### src/rtl/seg7_pkg.sv
// Shared constants and the nibble-to-glyph helper for the 7-segment scanner.
// Glyphs are active-low, ordered g..a (bit6 = g, bit0 = a).
package seg7_pkg;

  localparam logic [6:0] SEG_OFF = 7'h7F;

  localparam logic [6:0] SEG7_GLYPH [16] = '{
    7'b1000000, 7'b1111001, 7'b0100100, 7'b0110000,
    7'b0011001, 7'b0010010, 7'b0000010, 7'b1111000,
    7'b0000000, 7'b0011000, 7'b0001000, 7'b0000011,
    7'b1000110, 7'b0100001, 7'b0000110, 7'b0001110
  };

  function automatic logic [6:0] seg7_decode(input logic [3:0] nibble);
    return SEG7_GLYPH[nibble];
  endfunction

endpackage

### src/rtl/seg7_scan_if.sv
// Register-file side and pin side of the multiplexed 7-segment driver.
// master = register file / bench, slave = seg7_scan.
interface seg7_scan_if #(
  parameter int DIGITS = 8
);
  logic [4*DIGITS-1:0] value;
  logic [DIGITS-1:0]   dp_in;
  logic [DIGITS-1:0]   blank;
  logic                load;
  logic                lz_suppress;
  logic [3:0]          brightness;
  logic [6:0]          segment;
  logic                dp;
  logic [DIGITS-1:0]   digit_sel;
  logic                frame_done;

  modport master (
    output value, dp_in, blank, load, lz_suppress, brightness,
    input  segment, dp, digit_sel, frame_done
  );

  modport slave (
    input  value, dp_in, blank, load, lz_suppress, brightness,
    output segment, dp, digit_sel, frame_done
  );
endinterface

### src/rtl/seg7_scan_decode.sv
// Combinational hex nibble to active-low segment pattern.
module seg7_decode
  import seg7_pkg::*;
(
  input  logic [3:0] nibble_i,
  output logic [6:0] segment_o
);

  assign segment_o = seg7_pkg::seg7_decode(nibble_i);

endmodule

### src/rtl/seg7_scan.sv
// Time-multiplexed driver for DIGITS common-anode digits: prescaler, digit
// counter, double-buffered display data, leading-zero suppression, PWM
// brightness window and registered active-low pin outputs.
module seg7_scan
  import seg7_pkg::*;
#(
  parameter int DIGITS   = 8,
  parameter int SCAN_DIV = 1024
) (
  input  logic       clk,
  input  logic       rst,
  seg7_scan_if.slave bus
);

  localparam int PW = $clog2(SCAN_DIV);
  localparam int IW = $clog2(DIGITS);
  localparam logic [PW-1:0] PRESC_ZERO = PW'(0);
  localparam logic [PW-1:0] PRESC_ONE  = PW'(1);
  localparam logic [PW-1:0] PRESC_LAST = PW'(SCAN_DIV - 1);
  localparam logic [IW-1:0] IDX_ZERO   = IW'(0);
  localparam logic [IW-1:0] IDX_ONE    = IW'(1);
  localparam logic [IW-1:0] IDX_LAST   = IW'(DIGITS - 1);
  localparam logic [PW:0]   WIN_ONE    = (PW+1)'(1);
  localparam logic [PW:0]   WIN_STEP   = (PW+1)'(SCAN_DIV / 16);

  logic [PW-1:0]       presc_q, presc_d;
  logic [IW-1:0]       idx_q, idx_d;
  logic [4*DIGITS-1:0] pend_val_q, pend_val_d, disp_val_q, disp_val_d;
  logic [DIGITS-1:0]   pend_dp_q, pend_dp_d, disp_dp_q, disp_dp_d;
  logic [DIGITS-1:0]   pend_blank_q, pend_blank_d, disp_blank_q, disp_blank_d;
  logic                pend_valid_q, pend_valid_d;
  logic                wrap_q, wrap_d;
  logic [6:0]          seg_q, seg_d;
  logic                dp_q, dp_d;
  logic [DIGITS-1:0]   sel_q, sel_d;
  logic                fd_q, fd_d;

  logic                presc_wrap_s, boundary_s, lit_s;
  logic [PW:0]         on_len_s;
  logic [DIGITS-1:0]   supp_s;
  logic [3:0]          cur_nib_s;
  logic [6:0]          glyph_s;

  // Prescaler and digit index advance; boundary marks the end of the last slot.
  always_comb begin
    presc_wrap_s = (presc_q == PRESC_LAST);
    boundary_s   = presc_wrap_s && (idx_q == IDX_LAST);
    presc_d      = presc_q;
    idx_d        = idx_q;
    if (presc_wrap_s) begin
      presc_d = PRESC_ZERO;
      if (idx_q == IDX_LAST) begin
        idx_d = IDX_ZERO;
      end else begin
        idx_d = idx_q + IDX_ONE;
      end
    end else begin
      presc_d = presc_q + PRESC_ONE;
    end
  end

  // Pending buffer follows load; display buffer swaps only on a frame boundary.
  always_comb begin
    pend_val_d   = pend_val_q;
    pend_dp_d    = pend_dp_q;
    pend_blank_d = pend_blank_q;
    pend_valid_d = pend_valid_q;
    disp_val_d   = disp_val_q;
    disp_dp_d    = disp_dp_q;
    disp_blank_d = disp_blank_q;
    if (boundary_s && pend_valid_q) begin
      disp_val_d   = pend_val_q;
      disp_dp_d    = pend_dp_q;
      disp_blank_d = pend_blank_q;
    end else begin
      disp_val_d   = disp_val_q;
    end
    if (bus.load) begin
      pend_val_d   = bus.value;
      pend_dp_d    = bus.dp_in;
      pend_blank_d = bus.blank;
      pend_valid_d = 1'b1;
    end else if (boundary_s) begin
      pend_valid_d = 1'b0;
    end else begin
      pend_valid_d = pend_valid_q;
    end
  end

  // Leading-zero suppression: OR-accumulate non-zero nibbles from the MSB down.
  always_comb begin
    logic nz_acc;
    nz_acc = 1'b0;
    supp_s = {DIGITS{1'b0}};
    for (int i = DIGITS - 1; i >= 0; i--) begin
      nz_acc    = nz_acc | (|disp_val_q[4*i +: 4]);
      supp_s[i] = bus.lz_suppress && !nz_acc && (i != 0);
    end
  end

  assign cur_nib_s = disp_val_q[{idx_q, 2'b00} +: 4];

  seg7_decode u_decode (
    .nibble_i  (cur_nib_s),
    .segment_o (glyph_s)
  );

  // PWM window and next pin values; presc = 0 is always a dark gap.
  always_comb begin
    on_len_s = ((PW+1)'(bus.brightness) + WIN_ONE) * WIN_STEP;
    lit_s    = (presc_q != PRESC_ZERO) && ({1'b0, presc_q} < on_len_s);
    seg_d    = SEG_OFF;
    dp_d     = 1'b1;
    sel_d    = {DIGITS{1'b1}};
    wrap_d   = boundary_s;
    fd_d     = wrap_q;
    if (lit_s) begin
      for (int i = 0; i < DIGITS; i++) begin
        sel_d[i] = (idx_q != IW'(i));
      end
      if (disp_blank_q[idx_q] || supp_s[idx_q]) begin
        seg_d = SEG_OFF;
      end else begin
        seg_d = glyph_s;
      end
      if (disp_blank_q[idx_q]) begin
        dp_d = 1'b1;
      end else begin
        dp_d = ~disp_dp_q[idx_q];
      end
    end else begin
      sel_d = {DIGITS{1'b1}};
    end
  end

  // Scan position registers.
  always_ff @(posedge clk or posedge rst) begin
    if (rst) begin
      presc_q <= PRESC_ZERO;
      idx_q   <= IDX_ZERO;
    end else begin
      presc_q <= presc_d;
      idx_q   <= idx_d;
    end
  end

  // Double-buffered display data.
  always_ff @(posedge clk or posedge rst) begin
    if (rst) begin
      pend_val_q   <= {(4*DIGITS){1'b0}};
      pend_dp_q    <= {DIGITS{1'b0}};
      pend_blank_q <= {DIGITS{1'b0}};
      pend_valid_q <= 1'b0;
      disp_val_q   <= {(4*DIGITS){1'b0}};
      disp_dp_q    <= {DIGITS{1'b0}};
      disp_blank_q <= {DIGITS{1'b0}};
    end else begin
      pend_val_q   <= pend_val_d;
      pend_dp_q    <= pend_dp_d;
      pend_blank_q <= pend_blank_d;
      pend_valid_q <= pend_valid_d;
      disp_val_q   <= disp_val_d;
      disp_dp_q    <= disp_dp_d;
      disp_blank_q <= disp_blank_d;
    end
  end

  // Registered pins; frame_done is delayed one extra stage to line up with slot 0 output.
  always_ff @(posedge clk or posedge rst) begin
    if (rst) begin
      seg_q  <= SEG_OFF;
      dp_q   <= 1'b1;
      sel_q  <= {DIGITS{1'b1}};
      wrap_q <= 1'b0;
      fd_q   <= 1'b0;
    end else begin
      seg_q  <= seg_d;
      dp_q   <= dp_d;
      sel_q  <= sel_d;
      wrap_q <= wrap_d;
      fd_q   <= fd_d;
    end
  end

  assign bus.segment    = seg_q;
  assign bus.dp         = dp_q;
  assign bus.digit_sel  = sel_q;
  assign bus.frame_done = fd_q;

endmodule

### src/flat_wrapper.sv
// flat-port wrapper written by rule: the top's interface ports become plain ports
module seg7_scan_flat import seg7_pkg::*;
#(
  parameter int DIGITS   = 8,
  parameter int SCAN_DIV = 1024
)
  (clk, rst, bus_value, bus_dp_in, bus_blank, bus_load, bus_lz_suppress, bus_brightness, bus_segment, bus_dp, bus_digit_sel, bus_frame_done);
  seg7_scan_if #(.DIGITS(DIGITS)) bus_i ();
  input  logic clk;
  input  logic rst;
  input wire logic [$bits(bus_i.value)-1:0] bus_value;
  input wire logic [$bits(bus_i.dp_in)-1:0] bus_dp_in;
  input wire logic [$bits(bus_i.blank)-1:0] bus_blank;
  input wire logic [$bits(bus_i.load)-1:0] bus_load;
  input wire logic [$bits(bus_i.lz_suppress)-1:0] bus_lz_suppress;
  input wire logic [$bits(bus_i.brightness)-1:0] bus_brightness;
  output wire logic [$bits(bus_i.segment)-1:0] bus_segment;
  output wire logic [$bits(bus_i.dp)-1:0] bus_dp;
  output wire logic [$bits(bus_i.digit_sel)-1:0] bus_digit_sel;
  output wire logic [$bits(bus_i.frame_done)-1:0] bus_frame_done;
  assign bus_i.value = bus_value;
  assign bus_i.dp_in = bus_dp_in;
  assign bus_i.blank = bus_blank;
  assign bus_i.load = bus_load;
  assign bus_i.lz_suppress = bus_lz_suppress;
  assign bus_i.brightness = bus_brightness;
  assign bus_segment = bus_i.segment;
  assign bus_dp = bus_i.dp;
  assign bus_digit_sel = bus_i.digit_sel;
  assign bus_frame_done = bus_i.frame_done;
  seg7_scan #(.DIGITS(DIGITS), .SCAN_DIV(SCAN_DIV)) u_core (.clk(clk), .rst(rst), .bus(bus_i));
endmodule
### config.mk
export PLATFORM = sky130hd
export DESIGN_NAME = seg7_scan_flat
export DESIGN_NICKNAME = d
export VERILOG_FILES = /design/src/rtl/seg7_pkg.sv /design/src/rtl/seg7_scan_if.sv /design/src/rtl/seg7_scan_decode.sv /design/src/rtl/seg7_scan.sv /design/src/flat_wrapper.sv
export SDC_FILE = /design/constraint.sdc
export NUM_CORES = 1
export LEC_CHECK = 0
export CORE_MARGIN = 2
export CORE_UTILIZATION = 42
export CTS_BUF_LIST = sky130_fd_sc_hd__clkbuf_2 sky130_fd_sc_hd__clkbuf_4 sky130_fd_sc_hd__clkbuf_8
export CTS_CLUSTER_DIAMETER = 150
export DETAILED_ROUTE_END_ITERATION = 6
export PLACE_DENSITY = 0.72
export RECOVER_POWER = 25
export SYNTH_ARGS = -nofsm -noshare
export SYNTH_HDL_FRONTEND = slang
export SYNTH_SLANG_ARGS = --single-unit
### constraint.sdc
create_clock -name clk -period 4 [get_ports clk]
set_clock_uncertainty 0.2 [all_clocks]
set_input_delay 0.8 -clock clk [delete_from_list [all_inputs] [get_ports clk]]
set_output_delay 0.8 -clock clk [all_outputs]
set_load 0.03 [all_outputs]
* After elaboration in Yosys (flattened, before gate mapping) *
Memories as Yosys holds them, arrays and structs flattened.
Cells that the tools add are included.

word-level totals
  register bits after elaboration = 128
  ROM bits = 112
  bits of input ports = 56
  output and inout bits = 17
  memories kept = 1

operators by class
  $add $sub $neg = 3
  magnitude comparators = 3
  equality and inequality tests = 9
  shifts and indexed selects = 1
  multiplexer cells = 17
  bitwise operators = 8
  reduce and logical (&&, ||, !) cells = 28

memory list
  memory            words  width  read ports  clocked after memory_dff  wr ports  line            text
  (name not given)  16     7      1           0                         0         seg7_pkg.sv:15  return SEG7_GLYPH[nibble];

operators by type and width
  operator                                                                  number
  32-bit by 6-bit variable part select with 4-bit output                    1
  7-bit 2-to-1 mux                                                          4
  4-bit OR reduction                                                        7
  3-bit inequality test (second input constant)                             4
  10-bit by 11-bit < comparator with 1-bit output                           1
  10-bit by 1-bit adder with 10-bit output (second input constant)          1
  10-bit equality test (second input constant)                              1
  1-bit logical AND                                                         10
  10-bit 2-to-1 mux                                                         1
  10-bit nonzero test                                                       1
  1-bit binary-select mux with 3-bit select                                 3
  8-bit 2-to-1 mux                                                          1
  1-bit logical NOT                                                         7
  1-bit 2-to-1 mux                                                          7
  3-bit by 2-bit inequality test with 1-bit output (second input constant)  2
  1-bit bitwise OR                                                          6
  4-bit by 1-bit adder with 5-bit output (second input constant)            1
  5-bit greater-or-equal comparator (second input constant)                 1
  4-bit inverter with 5-bit output                                          1
  3-bit by 4-bit < comparator with 1-bit output (second input constant)     1
  3-bit by 1-bit adder with 3-bit output (second input constant)            1
  3-bit equality test (second input constant)                               1
  3-bit 2-to-1 mux                                                          1
  3-bit by 1-bit inequality test with 1-bit output (second input constant)  1
  other kinds (4)                                                           4

* Longest topological paths before layout *
  depth after elaboration = 14
  gate-level depth with buffers = 11
  depth with buffers taken out = 9

* Modules after synthesis *
Synthesis repeated with hierarchy kept, for this count alone.

second synthesis, totals
  cell total of the unflattened synthesis = 414
  area total of the unflattened synthesis = 5823.1 um2

modules (own cells, without submodules)
  module       instances  cells an instance  area an instance (um2)
  seg7_scan    1          376                5550.3
  seg7_decode  1          38                 272.8

* Least setup slack after synthesis *
OpenSTA, ideal clock, no wires.

  kind = input to register
  from = in bus_brightness[0]
  to = reg u_core.seg_q[1] (netlist: u_core.bus.segment[1])
  setup time = 104 ps
  arrival = 2371 ps
  data required time = 3696 ps
  path slack = 1325 ps
  cell stages on the path = 9
  path buffers = 0
  cells stage by stage = ha_1 -> inv_1 -> ha_1 -> o21ai_0 -> o21ai_0 -> a21oi_2 -> o21ai_0 -> nor2_1 -> o221ai_1

between the ends
  cells in the longest elaborated chain, start to end = 4

ends and longest elaborated chain
  what                                             line                text
  start: declaration                               flat_wrapper.sv:16  input wire logic [$bits(bus_i.brightness)-1:0] bus_brightness;
  4-bit by 1-bit adder with 5-bit output           seg7_scan.sv:110    on_len_s = ((PW+1)'(bus.brightness) + WIN_ONE) * WIN_STEP;
  10-bit by 11-bit < comparator with 1-bit output  seg7_scan.sv:111    lit_s = (presc_q != PRESC_ZERO) && ({1'b0, presc_q} < on_len_s);
  1-bit logical AND                                seg7_scan.sv:111
  7-bit 2-to-1 mux                                 seg7_scan.sv:117    if (lit_s) begin
  via u_core.seg_d[1]                              seg7_scan.sv:33     logic [6:0] seg_q, seg_d;
  end signal: assignment                           seg7_scan.sv:177    seg_q <= seg_d;
  end: declaration                                 seg7_scan.sv:33

The timed path passes the listed nets, and every way through them passes these cells.
A chain may end at the register's enable or synchronous reset.

* Worst setup path after layout *
  from = in bus_brightness[0]
  to = reg u_core.seg_q[4] (netlist: u_core.bus.segment[4])

Same word-level chain as after synthesis.

==> metrics.md <==
| Metric | Value |
|---|---|
| Syn_area_per_cell | `14.1 sq um` |
| DRT iter0 DRCs | `139` |
| Area after DPL | `6630 sq um` |
| Final GP Congestion | `~0.82` |
| Fmax | `325 MHz` |
| Hold-fix buffers at CTS | `0` |
| Starting Density | `0.431` |
| Post-route ant nets | `0` |
| Sink Count | `128` |
| Drt first pass iters | `4` |
| Critical path data arrival time | `3.19 ns` |
| CTS tree | `yes` |
| EDFF count, synth | `0` |
| Num CTS Buffers | `17` |
| Area growth, synth to finish | `22.5%` |
| Buffers on Ports | `72` |
| Die ar. | `14600 sq um` |
| Post-CTS setup buffer count | `0` |
| Slew Limit Fails | `97` |
| Seq/Total Area, Yosys | `0.563` |
| Hold Path Class | `flop to flop` |
| Worst-skew pair later-pin latency | `0.42 ns` |
| Overall Global Routing Usage | `0.156` |
| Max-cap violations | `2` |
| ANT cells | `0` |
| Via density | `approximately 5` |
| Cell total after placement | `641` |
| RSZ-0062 raised after global routing | `no` |
| Hold Crit Depth | `0` |
| Largest net degree at the start of global routing | `50` |
| Final nets | `approximately 560` |
| Vias | `3429` |
| Status | `finished with violations` |
| Final worst path period need | `about 3.1 ns` |
| Final hold viol count | `0` |
| Design Power | `2.67 mW` |
| Mapped Nets | `478` |
| Async set or reset register ratio after synthesis | `1.00` |
| Initial antenna violation count | `0` |
| Worst-margin pin slew | `2.61 ns` |
| I/O pin count | `73` |
| Post-Place Setup Slack | `0.500 ns` |
| Worst Setup Slack, final | `0.922 ns` |
| Most frequent cells in the layout | `dfrtp_1, mux2_2, clkdlybuf4s50_1, mux2_4, nand2_1` |
| CP endpoint kind | `flop` |
| Final Instance Area | `7020 sq um` |
| # rows | `42` |
| Dpl hpwl | `7500 um` |
| Top FF cell, synth | `dfrtp_1` |
| PwrDens | `around 380 nW/um^2` |
| Clock Tree Root | `clkbuf_8` |
| Commonest non-fill, non-tap cell in the layout | `dfrtp_1` |
| Clock transition at path regs | `approximately 0.070 ns` |
| Routed wire length | `between 10000 and 15000 um` |
| Worst vdd ir | `0.168 mV` |
| Final setup viols | `0` |
| Worst Path Required | `4.11 ns` |
| Post-route clock period utilization | `0.770` |
| Die Height | `121 um` |
| Failing checks | `capacitance limit, slew limit` |
| H-tree Lvls | `4` |
| Post-CTS sizing | `0` |
| DR DRC count | `0` |
| Vias in the first global route | `3591` |
| Post-Layout Cell Count | `673` |
| CTS max path bufs | `2` |
| Yosys reg bits | `128` |
| Setup crit start kind | `input pin` |
| First-pass GRT wire length | `around 18000 um` |
| Critical path class | `input pin to flop` |
| DR WL/cell | `~16 um` |
| Reg2Reg Depth | `9` |
| Die X | `121 um` |
| Slew HR | `-0.740` |
| Share of cells above drive strength 1 | `0.336` |
| Overflow after GRT | `0` |
| Post-Syn Instances | `405` |
| Mapped cell area | `5730 sq um` |
| Core Box Area | `13300 sq um` |
| Unique masters post-synth | `48` |
| Setup TNS | `0 ns` |
| CP max FO | `7` |
| Yosys warnings | `0` |
| Leak | `3.20 nW` |
through the flow:
| stage | hold WS (ns) | utilization |
|---|---|---|
| finish | 0.208 | 0.528 |
| global placement | 0.189 | 0.499 |
| floorplan | 0.131 | - |
| global route | 0.214 | 0.528 |
| detailed placement | 0.185 | 0.499 |
| CTS | 0.198 | 0.530 |
worst max-delay path, stage by stage:
cell and delay, ns:
clkdlybuf4s50_1 0.46, ha_1 0.30, inv_1 0.04, ha_1 0.26
o21ai_0 0.14, o21ai_0 0.11, a21oi_2 0.29, o21ai_0 0.19
nor2_1 0.38, o221ai_1 0.23
layout make-up:
class                           count  area (sq um)
Clock buffer                       18           241
Multi-Input combinational cell    249          2340
Tap cell                          176           220
Fill cell                        1136          6280
Sequential cell                   128          3220
Inverter                           12          46.3
Clock inverter                     14           168
Timing Repair Buffer               76           782
power breakdown:
| part | leakage [nW] | internal, mW | switching (mW) |
|---|---|---|---|
| clock | 0.202 | 0.621 | 0.494 |
| combinational | 1.39 | 0.107 | 0.0671 |
| sequential | 1.60 | 1.35 | 0.0284 |
synthesized netlist by cell type, types with 3 or more instances:
master | instances | share of area
a21o_1 | 3 | 0.0039
a21oi_1 | 4 | 0.0035
buf_1 | 4 | 0.0026
buf_2 | 3 | 0.0026
buf_4 | 4 | 0.0052
buf_6 | 3 | 0.0059
dfrtp_1 | 112 | 0.49
dfstp_2 | 16 | 0.073
ha_1 | 17 | 0.037
inv_1 | 10 | 0.0066
mux2_2 | 80 | 0.16
mux2_4 | 20 | 0.052
mux2i_1 | 11 | 0.019
mux4_2 | 6 | 0.024
nand2_1 | 18 | 0.012
nand3_1 | 8 | 0.0070
nor2_1 | 15 | 0.0098
nor4_1 | 7 | 0.0076
o21ai_0 | 11 | 0.0096
o221ai_1 | 4 | 0.0061
o22ai_1 | 5 | 0.0055
xnor2_1 | 4 | 0.0061
xor2_1 | 5 | 0.0076
sequential cells by signal, summed over array words and instances, names as in the netlist:
name	flops
u_core.bus.segment	7
u_core.disp_val_q	32
u_core.bus.digit_sel	8
u_core.disp_dp_q	8
u_core.disp_blank_q	8
u_core.fd_d	1
u_core.bus.dp	1
u_core.bus.frame_done	1
u_core.pend_blank_q	8
u_core.pend_dp_q	8
u_core.idx_q	3
u_core.presc_q	10
u_core.pend_valid_q	1
u_core.pend_val_q	32
logic make-up after synthesis:
logic type	Yosys count	share of synthesized area
AOI/OAI and AO/OA	40	0.0492
xor gates and xnor gates	9	0.0138
adders and majority gates	17	0.0371
buffers and inverters	28	0.0256
DFF	128	0.563
muxes	117	0.253
and+or+nand+nor	66	0.0590
path summary, 6_finish.rpt:
check / start / endpoint / slack (ns)
max: bus_brightness[0] / u_core.bus.segment[4] / 0.92
min: u_core.fd_d / u_core.bus.frame_done / 0.21
max reg2reg: u_core.presc_q[0] / u_core.disp_dp_q[3] / 0.98
min reg2reg: u_core.fd_d / u_core.bus.frame_done / 0.21
max in group asynchronous: rst / u_core.pend_dp_q[3] / 1.42
min in group asynchronous: rst / u_core.disp_blank_q[3] / 1.21
metal layers:
metal / global-route usage / up-vias / share of wire
met5: 0 / - / 0
met4: 0.0581 / 0 / 0.0098
met3: 0.0425 / 8 / 0.049
met2: 0.246 / 93 / 0.49
met1: 0.206 / 1705 / 0.46
li1: - / 1623 / -
No activity file was read; power rests on OpenSTA's default activity.
